`src/rtl/btn_debounce_if.sv`:
```
// Button bundle between the raw pin side and the debounced consumers.
interface btn_debounce_if #(
    parameter int N_BTN = 4
);
    logic [N_BTN-1:0] btn_pin_i;
    logic [N_BTN-1:0] btn_level_o;
    logic [N_BTN-1:0] btn_press_o;
    logic [N_BTN-1:0] btn_release_o;

    modport master (
        output btn_pin_i,
        input  btn_level_o,
        input  btn_press_o,
        input  btn_release_o
    );

    modport slave (
        input  btn_pin_i,
        output btn_level_o,
        output btn_press_o,
        output btn_release_o
    );
endinterface

```
`src/rtl/btn_debounce.sv`:
```
// Per-button 2-FF synchronizer followed by a counter-based debounce FSM that
// produces a stable level plus one-cycle press/release strobes.
module btn_debounce #(
    parameter int N_BTN           = 4,
    parameter int CNT_W           = 20,
    parameter int DEBOUNCE_CYCLES = 1_000_000
) (
    input  logic           clk,
    input  logic           rst,
    btn_debounce_if.slave  bus
);
    typedef enum logic [1:0] {IDLE_LO, CHK_HI, IDLE_HI, CHK_LO} state_t;

    localparam logic [CNT_W-1:0] CNT_LAST = CNT_W'(DEBOUNCE_CYCLES - 1);
    localparam logic [CNT_W-1:0] CNT_ONE  = CNT_W'(1);
    localparam bit               SINGLE   = (DEBOUNCE_CYCLES == 1);

    logic [N_BTN-1:0] r_sync1;
    logic [N_BTN-1:0] r_sync2;
    logic [N_BTN-1:0] r_level;
    logic [N_BTN-1:0] r_press;
    logic [N_BTN-1:0] r_release;
    state_t           r_state [N_BTN];
    logic [CNT_W-1:0] r_cnt   [N_BTN];

    always_ff @(posedge clk) begin
        if (rst) begin
            r_sync1 <= '0;
            r_sync2 <= '0;
        end else begin
            r_sync1 <= bus.btn_pin_i;
            r_sync2 <= r_sync1;
        end
    end

    // The IDLE states count the first differing sample as sample 1, so with a
    // single-cycle debounce they accept immediately and skip the CHK states.
    always_ff @(posedge clk) begin
        for (int b = 0; b < N_BTN; b++) begin
            if (rst) begin
                r_state[b]   <= IDLE_LO;
                r_cnt[b]     <= '0;
                r_level[b]   <= 1'b0;
                r_press[b]   <= 1'b0;
                r_release[b] <= 1'b0;
            end else begin
                r_press[b]   <= 1'b0;
                r_release[b] <= 1'b0;
                case (r_state[b])
                    IDLE_LO: begin
                        if (r_sync2[b]) begin
                            if (SINGLE) begin
                                r_state[b] <= IDLE_HI;
                                r_level[b] <= 1'b1;
                                r_press[b] <= 1'b1;
                                r_cnt[b]   <= '0;
                            end else begin
                                r_state[b] <= CHK_HI;
                                r_cnt[b]   <= CNT_ONE;
                            end
                        end else begin
                            r_cnt[b] <= '0;
                        end
                    end
                    CHK_HI: begin
                        if (!r_sync2[b]) begin
                            r_state[b] <= IDLE_LO;
                            r_cnt[b]   <= '0;
                        end else if (r_cnt[b] == CNT_LAST) begin
                            r_state[b] <= IDLE_HI;
                            r_level[b] <= 1'b1;
                            r_press[b] <= 1'b1;
                            r_cnt[b]   <= '0;
                        end else begin
                            r_cnt[b] <= r_cnt[b] + CNT_ONE;
                        end
                    end
                    IDLE_HI: begin
                        if (!r_sync2[b]) begin
                            if (SINGLE) begin
                                r_state[b]   <= IDLE_LO;
                                r_level[b]   <= 1'b0;
                                r_release[b] <= 1'b1;
                                r_cnt[b]     <= '0;
                            end else begin
                                r_state[b] <= CHK_LO;
                                r_cnt[b]   <= CNT_ONE;
                            end
                        end else begin
                            r_cnt[b] <= '0;
                        end
                    end
                    CHK_LO: begin
                        if (r_sync2[b]) begin
                            r_state[b] <= IDLE_HI;
                            r_cnt[b]   <= '0;
                        end else if (r_cnt[b] == CNT_LAST) begin
                            r_state[b]   <= IDLE_LO;
                            r_level[b]   <= 1'b0;
                            r_release[b] <= 1'b1;
                            r_cnt[b]     <= '0;
                        end else begin
                            r_cnt[b] <= r_cnt[b] + CNT_ONE;
                        end
                    end
                    default: begin
                        r_state[b] <= IDLE_LO;
                        r_cnt[b]   <= '0;
                    end
                endcase
            end
        end
    end

    assign bus.btn_level_o   = r_level;
    assign bus.btn_press_o   = r_press;
    assign bus.btn_release_o = r_release;
endmodule

```
`src/flat_wrapper.sv`:
```
// flat-port wrapper written by rule: the top's interface ports become plain ports
module btn_debounce_flat 
#(
    parameter int N_BTN           = 4,
    parameter int CNT_W           = 20,
    parameter int DEBOUNCE_CYCLES = 1_000_000
)
  (clk, rst, bus_btn_pin_i, bus_btn_level_o, bus_btn_press_o, bus_btn_release_o);
  btn_debounce_if #(.N_BTN(N_BTN)) bus_i ();
  input  logic clk;
  input  logic rst;
  input wire logic [$bits(bus_i.btn_pin_i)-1:0] bus_btn_pin_i;
  output wire logic [$bits(bus_i.btn_level_o)-1:0] bus_btn_level_o;
  output wire logic [$bits(bus_i.btn_press_o)-1:0] bus_btn_press_o;
  output wire logic [$bits(bus_i.btn_release_o)-1:0] bus_btn_release_o;
  assign bus_i.btn_pin_i = bus_btn_pin_i;
  assign bus_btn_level_o = bus_i.btn_level_o;
  assign bus_btn_press_o = bus_i.btn_press_o;
  assign bus_btn_release_o = bus_i.btn_release_o;
  btn_debounce #(.N_BTN(N_BTN), .CNT_W(CNT_W), .DEBOUNCE_CYCLES(DEBOUNCE_CYCLES)) u_core (.clk(clk), .rst(rst), .bus(bus_i));
endmodule
```
`config.mk`:
```
export PLATFORM = sky130hd
export DESIGN_NAME = btn_debounce_flat
export DESIGN_NICKNAME = d
export VERILOG_FILES = /design/src/rtl/btn_debounce_if.sv /design/src/rtl/btn_debounce.sv /design/src/flat_wrapper.sv
export SDC_FILE = /design/constraint.sdc
export NUM_CORES = 1
export LEC_CHECK = 0
export ABC_AREA = 1
export CAP_MARGIN = 15
export CORE_MARGIN = 4
export CORE_UTILIZATION = 60
export DETAILED_ROUTE_END_ITERATION = 16
export PLACE_DENSITY = 0.78
export SLEW_MARGIN = 5
export SYNTH_ARGS = -nofsm -noshare
export SYNTH_HDL_FRONTEND = slang
export SYNTH_SLANG_ARGS = --single-unit
```
`constraint.sdc`:
```
create_clock -name clk -period 5.1 [get_ports clk]
set_input_delay 1.275 -clock clk [delete_from_list [all_inputs] [get_ports clk]]
set_output_delay 1.275 -clock clk [all_outputs]
set_load 0.01 [all_outputs]
```
# == Yosys cells after proc, flatten, opt, wreduce, memory -nomap -nowiden ==
# Memories as Yosys holds them, arrays and structs flattened.
# Cells that the tools add are included.
# word_totals
output_inout_bits,12
n_memories,2
in_bits,6
ff_bits,20
word_cells,360
ramBits,88
# memory_table
memory,words,width,read_ports,rd_clocked_by_memory_dff,wr,line_no,source
u_core.r_cnt,4,20,4,0,4,btn_debounce.sv:24,logic [CNT_W-1:0] r_cnt [N_BTN];
u_core.r_state,4,2,4,0,4,btn_debounce.sv:23,state_t r_state [N_BTN];
# classes
add_sub_neg,4
muxes,238
eq_ne,32
n_bitwise,64
reduce_logical,12
# op_table
cell,count
20-bit 2-to-1 mux,40
1-bit 2-to-1 mux,170
"20-bit by 1-bit adder with 20-bit output, second input constant",4
"20-bit == test, second input constant",4
1-bit OR,64
2-bit 2-to-1 mux,24
"2-bit by 1-bit inequality test with 1-bit output, second input constant",12
5-bit AND reduction,4
"2-bit == test, second input constant",8
"2-bit by 1-bit == test with 1-bit output, second input constant",4
2-bit zero test,4
"2-bit inequality test, second input constant",4
1-bit one-hot mux with 2 select lines,4
2-bit nonzero test,4

# == Longest topological paths before layout ==
# Gate-level depths: netlist of the first run.
# depth
depth_word,14
depth_mapped,9
ltp_nobuf,9

# == Worst setup path before layout of the first run ==
# No wires, ideal clock.
# synth_path
path_type,input to register
startpoint,input port rst
endpoint,"memory u_core.r_state[2][0] (netlist bit), enable pin"
path_stages,7
t_arrival_ns,2.019
setup_slack_ns,2.832
path_buffers,1
t_required_ns,4.851
setup_time_ns,0.249
cell_sequence,inv_1 -> buf_2 -> nand3_1 -> inv_1 -> or2_2 -> nor2_1 -> nand2_1
# synth_lines
item,line_no,source
start: declaration,flat_wrapper.sv:11,input logic rst;
end: declaration,btn_debounce.sv:23,

==> impl_metrics.toml, run 1 <==
[run_status]
outcome = "complete, no violations"

[floorplanning]
rows = 36
placeableCoreArea_um2 = 9770
start_util = 0.619
die_area_um2 = 11700
io_pins = 18
die_w_um = 108
dieHeight_um = 108

[sta]
setup_slack_ps = 1990
hold_slack_ps = 410
rsz0062_at_grt = "false"
hold_viol = 0
final-setup-viol-count = 0
worst_slew_pin_slew_ps = 684
timing.fmax_ghz = 0.321
slew_headroom = 0.543
fin_tns_setup_ps = 0
finClkSkew_ps = 4.50
min_period_ps = 3110
finalCritPeriodShare = 0.610
finalMaxSlewViolations = 0

[run]
maxCapViolCount = 0

[setup_path]
required_ps = 5300
rrSetupSlack_ps = 2890
rr_worst_depth = 6
worst_r2r_startpoint = "u_core.r_cnt[1][0]"
path_max_fanout = 22
start_kind = "primary input"
critPathKind = "primary input to flop"
worstPathArrival_ps = 3320
endpoint_kind = "flop"
r2r_end = "u_core.r_cnt[1][0]"

[synthesis]
synth_top_area_share = 0.437
syn-mean-instance-area_um2 = 8.00
synth_adder_area_share = 0.00828
syn-cell-area_um2 = 6050
ys_seq_area_frac = 0.503
yosys-top-cells-area = "edfxtp_1 (44%), nor2_1 (12%), nand2_1 (11%)"
post-synth-top-area-cell = "edfxtp_1"
yosys.area_share.simple = 0.334
synth_seq_cells = 108
netlist_instances = 756
synth_xor_xnor_area_share = 0.0681
synth_compound_area_frac = 0.0267
synth_cell_types = 34
ys_warn_count = 0
synth_top_family_by_area = "simple AND/OR/NAND/NOR gates"
synthMuxAreaShare = 0

[drt]
route.met3.wl_um = 419
detail-route-antenna-nets = 0
drtIter0Drc = 218
vias = 4910
drt_wl_total_um = 11400
drc = 0
vias_per_cell = 4.94
wl_met2_um = 5600
wl_per_cell_um = 11.5
firstDrtPassIters = 5
wl_met1_um = 5190
highest_layer = "met4"

[cells_and_area]
area_growth_pct = 12.9
insertedDiodeCount = 0
final_core_util = 0.699
layout.nets = 865
layout_common_cells = "nor2_1 (196), nand2_1 (185), edfxtp_1 (88)"
drive_gt1_frac = 0.0395
final_common_cell = "nor2_1"

[clocking]
post_cts_buffers = 0
cts_tree = "done"
h-tree-depth = 3
path_clk_slew_ps = 100
ctsResizeCount = 0
cts_buffers = 9
cts_hold_buf = 0
clock_path_buffers = 2
clkLatencyLatePin_ps = 370
cts.sinks = 108
root_buffer = "clkbuf_8"

[place]
port_buffers = 17
post-place-ws_ps = 1680
gp_congestion = 0.888
place_hpwl_um = 8640

[grt]
grt_max_degree = 23
grtUsageTotal = 0.211
grt_pass1_wl_um = 20000
overflow = 0
antenna_found_initial = 0
first_global_vias = 4714

[power]
p_per_area_nw_per_um2 = 265
peakVddDrop_mv = 0.183
leakage_nw = 2.70

[min_path]
hp-start = "u_core.r_sync1[0]"
holdPathEnd = "u_core.r_sync2[0]"
min_path_type = "flop to flop"
whs_path_depth = 2
## metal layers
| layer | GRT usage | vias up |
|---|---|---|
| li1 | - | 2550 |
| met1 | 0.276 | 2250 |
| met2 | 0.359 | 96 |
| met3 | 0.0239 | 14 |
| met4 | 0.0848 | 0 |
| met5 | 0 | - |
## where the power goes
part / leakage (nW) / internal, mW / switching, mW
sequential: 1.07 / 1.02 / 0.0622
clock: 0.105 / 0.234 / 0.289
combinational: 1.53 / 0.0684 / 0.131
total: 2.70 / 1.33 / 0.483
## flip-flops by register name, summed over array words and instances, names as in the netlist
signal and cells:
u_core.bus.btn_release_o 4, u_core.r_state 8, u_core.bus.btn_level_o 4, u_core.r_cnt 80, u_core.r_sync1 4, u_core.bus.btn_press_o 4, u_core.r_sync2 4
## cell type report
cell class,instances,area (um^2)
fill,839,2950
timing repair buffer,18,178
sequential,108,3040
tap,133,166
inverter,80,300
clock buffer,13,180
multi-input combinational,638,2940
clock inverter,3,18.8
## synth_stat cells
cell type / count
or2_2: 1
nand2_1: 185
nand2_4: 1
edfxtp_1: 88
nand3_1: 42
o31ai_1: 1
a21oi_1: 10
o22ai_1: 1
nor2_2: 7
a31oi_1: 2
buf_1: 1
buf_4: 3
nand4_1: 21
xor2_1: 31
nor2_1: 196
conb_1: 1
o21bai_1: 4
dfxtp_1: 20
nand3b_1: 3
nor3_2: 2
o21ai_0: 11
xnor2_1: 16
or2_0: 1
nor3b_2: 1
inv_1: 80
ha_1: 4
nor3_1: 11
buf_6: 1
nor3b_1: 1
nor2_4: 1
buf_2: 4
nand3_2: 2
nand3_4: 1
nand2_2: 2
## worst max-delay path, cell delays in order
cell             delay [ps]
clkdlybuf4s50_1         400
buf_4                   210
inv_1                   310
nand2_1                 150
o21ai_0                 200
nand2_1                 440
o21ai_0                 330
## logic make-up (layout without fill, tap and decap cells)
logic type      count (synthesis)  after routing
simple gates                  478            478
flops                         108            108
buf+inv                        89            114
xor+xnor                       47             47
compound gates                 29             29
fa+ha+maj                       4              4
other cells                     1             80
## how the worst max path moves through the flow
stage          start              endpoint  slack [ps]  cells after the start
4_1_cts          rst    u_core.r_cnt[1][0]        2040                      7
3_3_place_gp     rst    u_core.r_cnt[1][0]        1770                      7
5_1_grt          rst    u_core.r_cnt[1][0]        1840                      7
3_5_place_dp     rst    u_core.r_cnt[1][0]        1680                      7
6_report         rst    u_core.r_cnt[1][0]        1990                      7
2_1_floorplan    rst  u_core.r_state[2][0]        2830                      7
## stage by stage
step / cell area, um^2 / total power, mW / cells
6_report: 6830 / 1.81 / 993
3_5_place_dp: 6630 / 1.30 / 977
3_3_place_gp: 6630 / 1.29 / 977
2_1_floorplan: 6340 / 1.25 / 835
4_1_cts: 6830 / 1.82 / 993
5_1_grt: 6830 / 1.90 / 993
Power figures use the tool's default switching activity.
==> run 2: changes to the inputs <==
==> constraint.sdc (replaced) <==
create_clock -name clk -period 3.14 [get_ports clk]
set_input_delay 0.785 -clock clk [delete_from_list [all_inputs] [get_ports clk]]
set_output_delay 0.785 -clock clk [all_outputs]
set_load 0.01 [all_outputs]
==> run 2 against run 1 <==
Critical path depth stayed put. Final cell count increased by 0.10%. Final area is essentially flat. Sequential cell count stayed put. Die area unchanged. Via count increased by 0.10%. Critical endpoint is now u_core.r_cnt[1][14]. First-iteration DRC count increased by 30%. Global-route usage fell by 0.55 points. Combinational power is 64% higher. Sequential power increased by 62%. Critical path type unchanged. Clock power grew 62%.
==> impl_metrics.toml, run 2 (synthesis gave the netlist of run 1 again) <==
[clocking]
ctsResizeCount = 0
cts_hold_buf = 0
cts_buffers = 9
clkLatencyLatePin_ps = 370
root_buffer = "clkbuf_8"
path_clk_slew_ps = 100
post_cts_buffers = 0
h-tree-depth = 3
cts_tree = "done"
cts.sinks = 108
clock_path_buffers = 2

[drt]
firstDrtPassIters = 6
drt_wl_total_um = 11300
drtIter0Drc = 284
vias = 4915
drc = 0
detail-route-antenna-nets = 0
vias_per_cell = 4.94
wl_per_cell_um = 11.3

[cells_and_area]
layout_common_cells = "nor2_1 (196), nand2_1 (185), edfxtp_1 (88)"
area_growth_pct = 13.0
drive_gt1_frac = 0.0395
largest-register = "u_core.r_cnt"
reg_top3 = "u_core.r_cnt: 80 flops, u_core.r_state: 8 flops"
final_core_util = 0.699
final.fill_count = 803
largest_reg_flops = 80
layout.nets = 866
insertedDiodeCount = 0
design_area_um2 = 6830
final_common_cell = "nor2_1"

[sta]
final-setup-viol-count = 0
setup_slack_ps = 839
fin_tns_setup_ps = 0
slew_headroom = 0.583
hold_viol = 0
finalCritPeriodShare = 0.733
timing.fmax_ghz = 0.435
finClkSkew_ps = 7.82
rsz0062_at_grt = "false"
hold_slack_ps = 401
finalMaxSlewViolations = 0
worst_slew_pin_slew_ps = 623
min_period_ps = 2300

[grt]
grtUsageTotal = 0.205
first_global_vias = 4636
antenna_found_initial = 0
overflow = 0
grtUsageMet3 = 0.0346
use_met2 = 0.342
met1_usage = 0.274
busiest_layer = "met2"
grt_pass1_wl_um = 19500
grt_max_degree = 22

[setup_path]
path_max_fanout = 12
start_kind = "primary input"
endpoint_kind = "flop"
rr_worst_depth = 6
required_ps = 3360
worstPathArrival_ps = 2520
critPathKind = "primary input to flop"

[floorplanning]
placeableCoreArea_um2 = 9770
die_area_um2 = 11700
dieHeight_um = 108
io_pins = 18
rows = 36
start_util = 0.619
die_w_um = 108

[power]
p_per_area_nw_per_um2 = 430
leakage_nw = 2.71
peakVddDrop_mv = 0.356

[min_path]
whs_path_depth = 2
min_path_type = "flop to flop"

[place]
post-place-ws_ps = 473
place_area_um2 = 6640
place_hpwl_um = 8680
gp_congestion = 0.925
port_buffers = 17

[run]
maxCapViolCount = 0

[run_status]
outcome = "complete, no violations"
==> run 2: changes by cell type in the layout (fill, tap and decap cells not counted) <==
cell	change
clkbuf_8	-2
inv_4	+1
clkbuf_16	+1
clkinv_4	-1
clkbuf_1	+1
buf_4	+1
==> run 2: path summary, 6_finish.rpt <==
| path | start | end | slack, ps |
|---|---|---|---|
| min reg2reg | u_core.r_sync1[1] | u_core.r_sync2[1] | 400 |
| min | u_core.r_sync1[1] | u_core.r_sync2[1] | 400 |
| max | rst | u_core.r_cnt[1][14] | 840 |
| max reg2reg | u_core.r_cnt[0][20] | u_core.r_cnt[0][36] | 960 |
==> run 2: metrics by stage <==
stage | total power [mW] | cells
final | 2.94 | 994
after global routing | 3.09 | 994
after CTS | 2.95 | 994
after detailed placement | 2.12 | 978
after global placement | 2.09 | 978
after floorplan | 2.04 | 835
==> run 2: critical path, stage by stage <==
cell and delay [ps]:
clkdlybuf4s50_1 420, inv_1 300, nand2_1 160, o21ai_0 200, nand2_1 260, buf_4 270
a21oi_1 120
==> run 2: power breakdown <==
part / switching, mW / internal, mW / total [mW]
Combinational: 0.214 / 0.112 / 0.326
Sequential: 0.103 / 1.66 / 1.77
Clock: 0.465 / 0.385 / 0.849
Total: 0.781 / 2.16 / 2.94
==> run 2: routing by layer <==
| metal | part of all wire | wire length, um | vias to the layer above |
|---|---|---|---|
| met5 | 0 | 0 | - |
| met4 | 0.012 | 132 | 0 |
| met3 | 0.048 | 537 | 15 |
| met2 | 0.48 | 5450 | 108 |
| met1 | 0.46 | 5140 | 2236 |
| li1 | - | - | 2556 |
==> run 2: cell type report <==
type,count,area [um^2],share of cell area
sequential,108,3040,0.445
multi-input combinational,638,2940,0.430
clock buffer,13,181,0.0265
inverter,80,300,0.0439
clock inverter,3,16.3,0.00238
tap,133,166,0.0244
timing repair buffer,19,185,0.0271
==> run 3: changes to the inputs <==
--- a/config.mk
+++ b/config.mk
@@ -8,9 +8,9 @@
 export ABC_AREA = 1
 export CAP_MARGIN = 15
 export CORE_MARGIN = 4
-export CORE_UTILIZATION = 60
+export CORE_UTILIZATION = 56
 export DETAILED_ROUTE_END_ITERATION = 16
-export PLACE_DENSITY = 0.78
+export PLACE_DENSITY = 0.76
 export SLEW_MARGIN = 5
 export SYNTH_ARGS = -nofsm -noshare
 export SYNTH_HDL_FRONTEND = slang
==> constraint.sdc (replaced) <==
create_clock -name clk -period 2.1 [get_ports clk]
set_input_delay 0.525 -clock clk [delete_from_list [all_inputs] [get_ports clk]]
set_output_delay 0.525 -clock clk [all_outputs]
set_load 0.01 [all_outputs]
==> run 3 against run 2 <==
Global-route usage fell by 0.98 points. Sequential share of layout area fell by 1.1 points. Setup slack got worse by 650 ps. Sequential cell count did not move. Clock skew rose by 3.7 ps. Routed wire length rose by 4.5%. Register-to-register slack got worse by 770 ps. Clock-buffer cell count fell by 1. Critical path type is now flop to flop. Largest power group unchanged.
==> impl_metrics.toml, run 3 (synthesis gave the netlist of run 1 again) <==
[run_status]
outcome = "complete, no violations"

[run]
maxCapViolCount = 0

[clocking]
clock_path_buffers = 2
cts_hold_buf = 0
cts_buffers = 9
h-tree-depth = 3
cts_tree = "done"
clkLatencyLatePin_ps = 370
post_cts_buffers = 0
cts.sinks = 108
root_buffer = "clkbuf_8"
path_clk_slew_ps = 100
ctsResizeCount = 0

[cells_and_area]
layout.nets = 882
design_area_um2 = 7010
insertedDiodeCount = 0
layout_common_cells = "nor2_1 (196), nand2_1 (185), edfxtp_1 (88)"
drive_gt1_frac = 0.0582
multi_input_area_um2 = 2940
regArea_um2 = 3040
final_common_cell = "nor2_1"
reg_top3 = "u_core.r_cnt: 80 flops, u_core.r_state: 8 flops"
largest-register = "u_core.r_cnt"
area_growth_pct = 15.9
largest_reg_flops = 80
final_cells = 1013
final.fill_count = 860

[place]
dp_cells = 997
place_area_um2 = 6800
port_buffers = 17
post-place-ws_ps = -121
gp_congestion = 0.905
place_hpwl_um = 8910

[grt]
busiest_layer = "met2"
use_met2 = 0.329
first_global_vias = 4762
overflow = 0
grtUsageTotal = 0.196
antenna_found_initial = 0
met1_usage = 0.252
grt_pass1_wl_um = 20500
grt_max_degree = 21
grtUsageMet3 = 0.0310

[drt]
drt_wl_total_um = 11800
vias_per_cell = 4.91
vias = 4978
drtIter0Drc = 315
drc = 0
detail-route-antenna-nets = 0
wl_per_cell_um = 11.6
firstDrtPassIters = 4

[floorplanning]
io_pins = 18
die_w_um = 112
die_area_um2 = 12500
start_util = 0.580
placeableCoreArea_um2 = 10400
dieHeight_um = 112
rows = 37

[sta]
setup_slack_ps = 193
timing.fmax_ghz = 0.524
hold_viol = 0
final-setup-viol-count = 0
finClkSkew_ps = 11.5
slew_headroom = 0.663
finalMaxSlewViolations = 0
rsz0062_at_grt = "false"
worst_slew_pin_slew_ps = 502
finalCritPeriodShare = 0.908
min_period_ps = 1910

[power]
p_total_mw = 4.51
p_per_area_nw_per_um2 = 643
comb_power_share = 0.120
seq_power_share = 0.585
clock_power_share = 0.295
peakVddDrop_mv = 0.394
leakage_nw = 2.81
swShare = 0.261
internal-power_mw = 3.33
netSwitchingPower_mw = 1.18

[setup_path]
required_ps = 2340
endpoint_kind = "flop"
start_kind = "flop"
path_max_fanout = 6
worstPathArrival_ps = 2150
critPathKind = "flop to flop"

[min_path]
min_path_type = "flop to flop"
-- run 3: layer usage --
| metal | part of all wire | wire length, um |
|---|---|---|
| met5 | 0 | 0 |
| met4 | 0.023 | 273 |
| met3 | 0.039 | 454 |
| met2 | 0.48 | 5700 |
| met1 | 0.45 | 5340 |
-- run 3: final cells by class --
class                   instances  share of cell area
clock buffers                  12              0.0236
clock inverters                 4             0.00660
inverters                      80              0.0428
multi-input cells             638               0.420
flip-flops and latches        108               0.434
well taps                     136              0.0243
repair buffers                 35              0.0489
-- run 3: path summary, 6_finish.rpt --
path / start / end / slack, ps / depth (start not counted)
max reg2reg: u_core.r_cnt[1][20] / u_core.r_cnt[1][36] / 190 / 7
min reg2reg: u_core.r_sync1[3] / u_core.r_sync2[3] / 410 / 2
min: u_core.r_sync1[3] / u_core.r_sync2[3] / 410 / 2
max: u_core.r_cnt[1][20] / u_core.r_cnt[1][36] / 190 / 7
-- run 3: critical path, cell delays in order, from the launching register on --
cell and delay [ps]:
edfxtp_1 450, ha_1 340, nand3_1 170, nor3_1 420, nand3_1 170, nand2_1 100, nand2_1 50, nor2_1 80
-- run 3: through the flow --
stage	hold slack, ps	util	TNS, ps
global placement	392	0.653	-67.8
detailed placement	406	0.653	-970
floorplan	388	-	0
CTS	414	0.673	0
finish	408	0.673	0
global route	420	0.673	0
-- run 3: power groups by stage --
stage	Sequential [mW]	Clock [mW]	Combinational, mW
finish	2.64	1.33	0.541
floorplan	2.64	0	0.404
global route	2.66	1.46	0.624
CTS	2.63	1.38	0.536
detailed placement	2.68	0	0.532
global placement	2.67	0	0.502
==> patch, RTL diff (config.mk and constraints of run 1) <==
`N_BTN` is set to 4 in 3 places; all go to 8.
--- a/src/rtl/btn_debounce_if.sv
+++ b/src/rtl/btn_debounce_if.sv
@@ -1,6 +1,6 @@
 // Button bundle between the raw pin side and the debounced consumers.
 interface btn_debounce_if #(
-    parameter int N_BTN = 4
+    parameter int N_BTN = 8
 );
     logic [N_BTN-1:0] btn_pin_i;
     logic [N_BTN-1:0] btn_level_o;
--- a/src/rtl/btn_debounce.sv
+++ b/src/rtl/btn_debounce.sv
@@ -1,7 +1,7 @@
 // Per-button 2-FF synchronizer followed by a counter-based debounce FSM that
 // produces a stable level plus one-cycle press/release strobes.
 module btn_debounce #(
-    parameter int N_BTN           = 4,
+    parameter int N_BTN           = 8,
     parameter int CNT_W           = 20,
     parameter int DEBOUNCE_CYCLES = 1_000_000
 ) (
--- a/src/flat_wrapper.sv
+++ b/src/flat_wrapper.sv
@@ -1,7 +1,7 @@
 // flat-port wrapper written by rule: the top's interface ports become plain ports
 module btn_debounce_flat 
 #(
-    parameter int N_BTN           = 4,
+    parameter int N_BTN           = 8,
     parameter int CNT_W           = 20,
     parameter int DEBOUNCE_CYCLES = 1_000_000
 )
Interface: changed (resized bus_btn_level_o, bus_btn_pin_i, bus_btn_press_o and bus_btn_release_o); port bits go from 18 to 34. No check against the original RTL was run, so the function may have changed too.
==> patch against run 1 <==
- power is 130% higher
- largest cell class unchanged
- clock power grew to 3.2 times the old value
- critical path type unchanged
- clock skew rose by 9.6 ps
- sequential share of layout area decreased by 1.3 points
- setup slack gained 370 ps
- combinational power up 65%
- sequential cell count increased by 108
- core utilization up 1.5 points
- wire length is 100% higher
- area after synthesis up 100%
- die area is 92% higher
- final area rose by 110%
==> patch: results (changes against run 1) <==
post-detailed-route via-to-cell ratio=4.93 (-0.27%); Root Driver=sky130_fd_sc_hd__clkbuf_16; P_leak=5.81 nW (+110%); worst setup slack before clock tree synthesis=1810 ps (+140 ps); maximum net fanout on the critical path=24 (+9.1%); post-synthesis cell type count=42 (+24%); largest stage delay on the critical path=650 ps (+210 ps); half-perimeter wire length after detailed placement=16800 µm (+94%); share of final-layout standard cells stronger than drive strength 1=0.0509 (+0.0114); adder and majority gate portion of the synthesized area=0.00824 (-0.0000384); register area share after synthesis=0.501 (-0.00233); total global routing track utilization=0.210 (-0.000572); wire length of the first global-routing pass=40300 µm (+100%); area of all sequential standard cells=6090 µm² (+100%); standard cell with the maximum stage delay on the critical path=sky130_fd_sc_hd__o21ai_2; Crit path max-delay family=compound AO/OA/AOI/OAI gates; cell count after placement=1910 (+95%); leading post-synthesis cells by cell area=sky130_fd_sc_hd__edfxtp_1, sky130_fd_sc_hd__nor2_1, sky130_fd_sc_hd__nand2_1, sky130_fd_sc_hd__dfxtp_1, sky130_fd_sc_hd__inv_1; largest registers in the final layout=u_core.r_cnt (160), u_core.r_state (16); Filler Cells Inserted=1575 (+88%); clock latency on the worst-skew pair=510 ps (+140 ps); worst vdd ir=0.000276 V (+51%); run status=complete, no violations; leading post-synthesis cells by instance count=sky130_fd_sc_hd__nor2_1, sky130_fd_sc_hd__nand2_1, sky130_fd_sc_hd__inv_1; met3 Usage GRT=0.0310 (+0.00712); vias in the first global route=9300 (+97%); post-route non-filler standard cell count=1954 (+97%); Synth Area in Compound Gates=0.0316 (+0.00492); tightest slew margin relative to the limit=0.432 (-0.111)
## patch: cell count changes after synthesis, sizes merged, moves of 8 or more
cell    change
o21ai      +16
nand2     +103
nor3       +51
edfxtp     +88
inv       +118
dfxtp      +20
nor2      +144
xor2       +44
nand3      +58
nand4      +18
nor3b       +8
## patch: path summary, 6_finish.rpt
path / start / endpoint / slack [ps] / cells past startpoint
max: rst / u_core.r_cnt[0][20]$_DFFE_PP_ / 2360 / 9
min: u_core.r_sync1[2]$_SDFF_PP0_ / u_core.r_sync2[2]$_SDFF_PP0_ / 400 / 2
max reg2reg: u_core.r_cnt[0][20]$_DFFE_PP_ / u_core.r_cnt[0][20]$_DFFE_PP_ / 3010 / 10
min reg2reg: u_core.r_sync1[2]$_SDFF_PP0_ / u_core.r_sync2[2]$_SDFF_PP0_ / 400 / 2
## patch: cell families (layout without fill, tap and decap cells)
family                   count (synthesis)  after routing
AO/OA/AOI/OAI                           60             60
XOR/XNOR                                97             97
adder cells (fa/ha/maj)                  8              8
buffers and inverters                  214            277
flip-flops                             216            216
other                                    1            160
AND/OR/NAND/NOR                        871            871
## patch: report_power, final
group / switching (mW) / leakage, nW / internal (mW)
sequential: 0.0991 / 2.15 / 2.02
clock: 0.660 / 0.388 / 1.03
combinational: 0.215 / 3.28 / 0.113
total: 0.974 / 5.81 / 3.17
## patch: routing by layer
layer	wire, µm	share of wire	up-vias
met5	0	0	-
met4	494	0.022	0
met3	1000	0.044	40
met2	10800	0.47	201
met1	10500	0.46	4386
li1	-	-	5009
## patch: layout make-up
class / count / area share
Tap cell: 265 / 0.0236
Sequential cell: 216 / 0.432
Inverter: 198 / 0.0528
Timing Repair Buffer: 35 / 0.0242
Multi-Input combinational cell: 1196 / 0.411
Clock inverter: 6 / 0.00373
Clock buffer: 38 / 0.0522
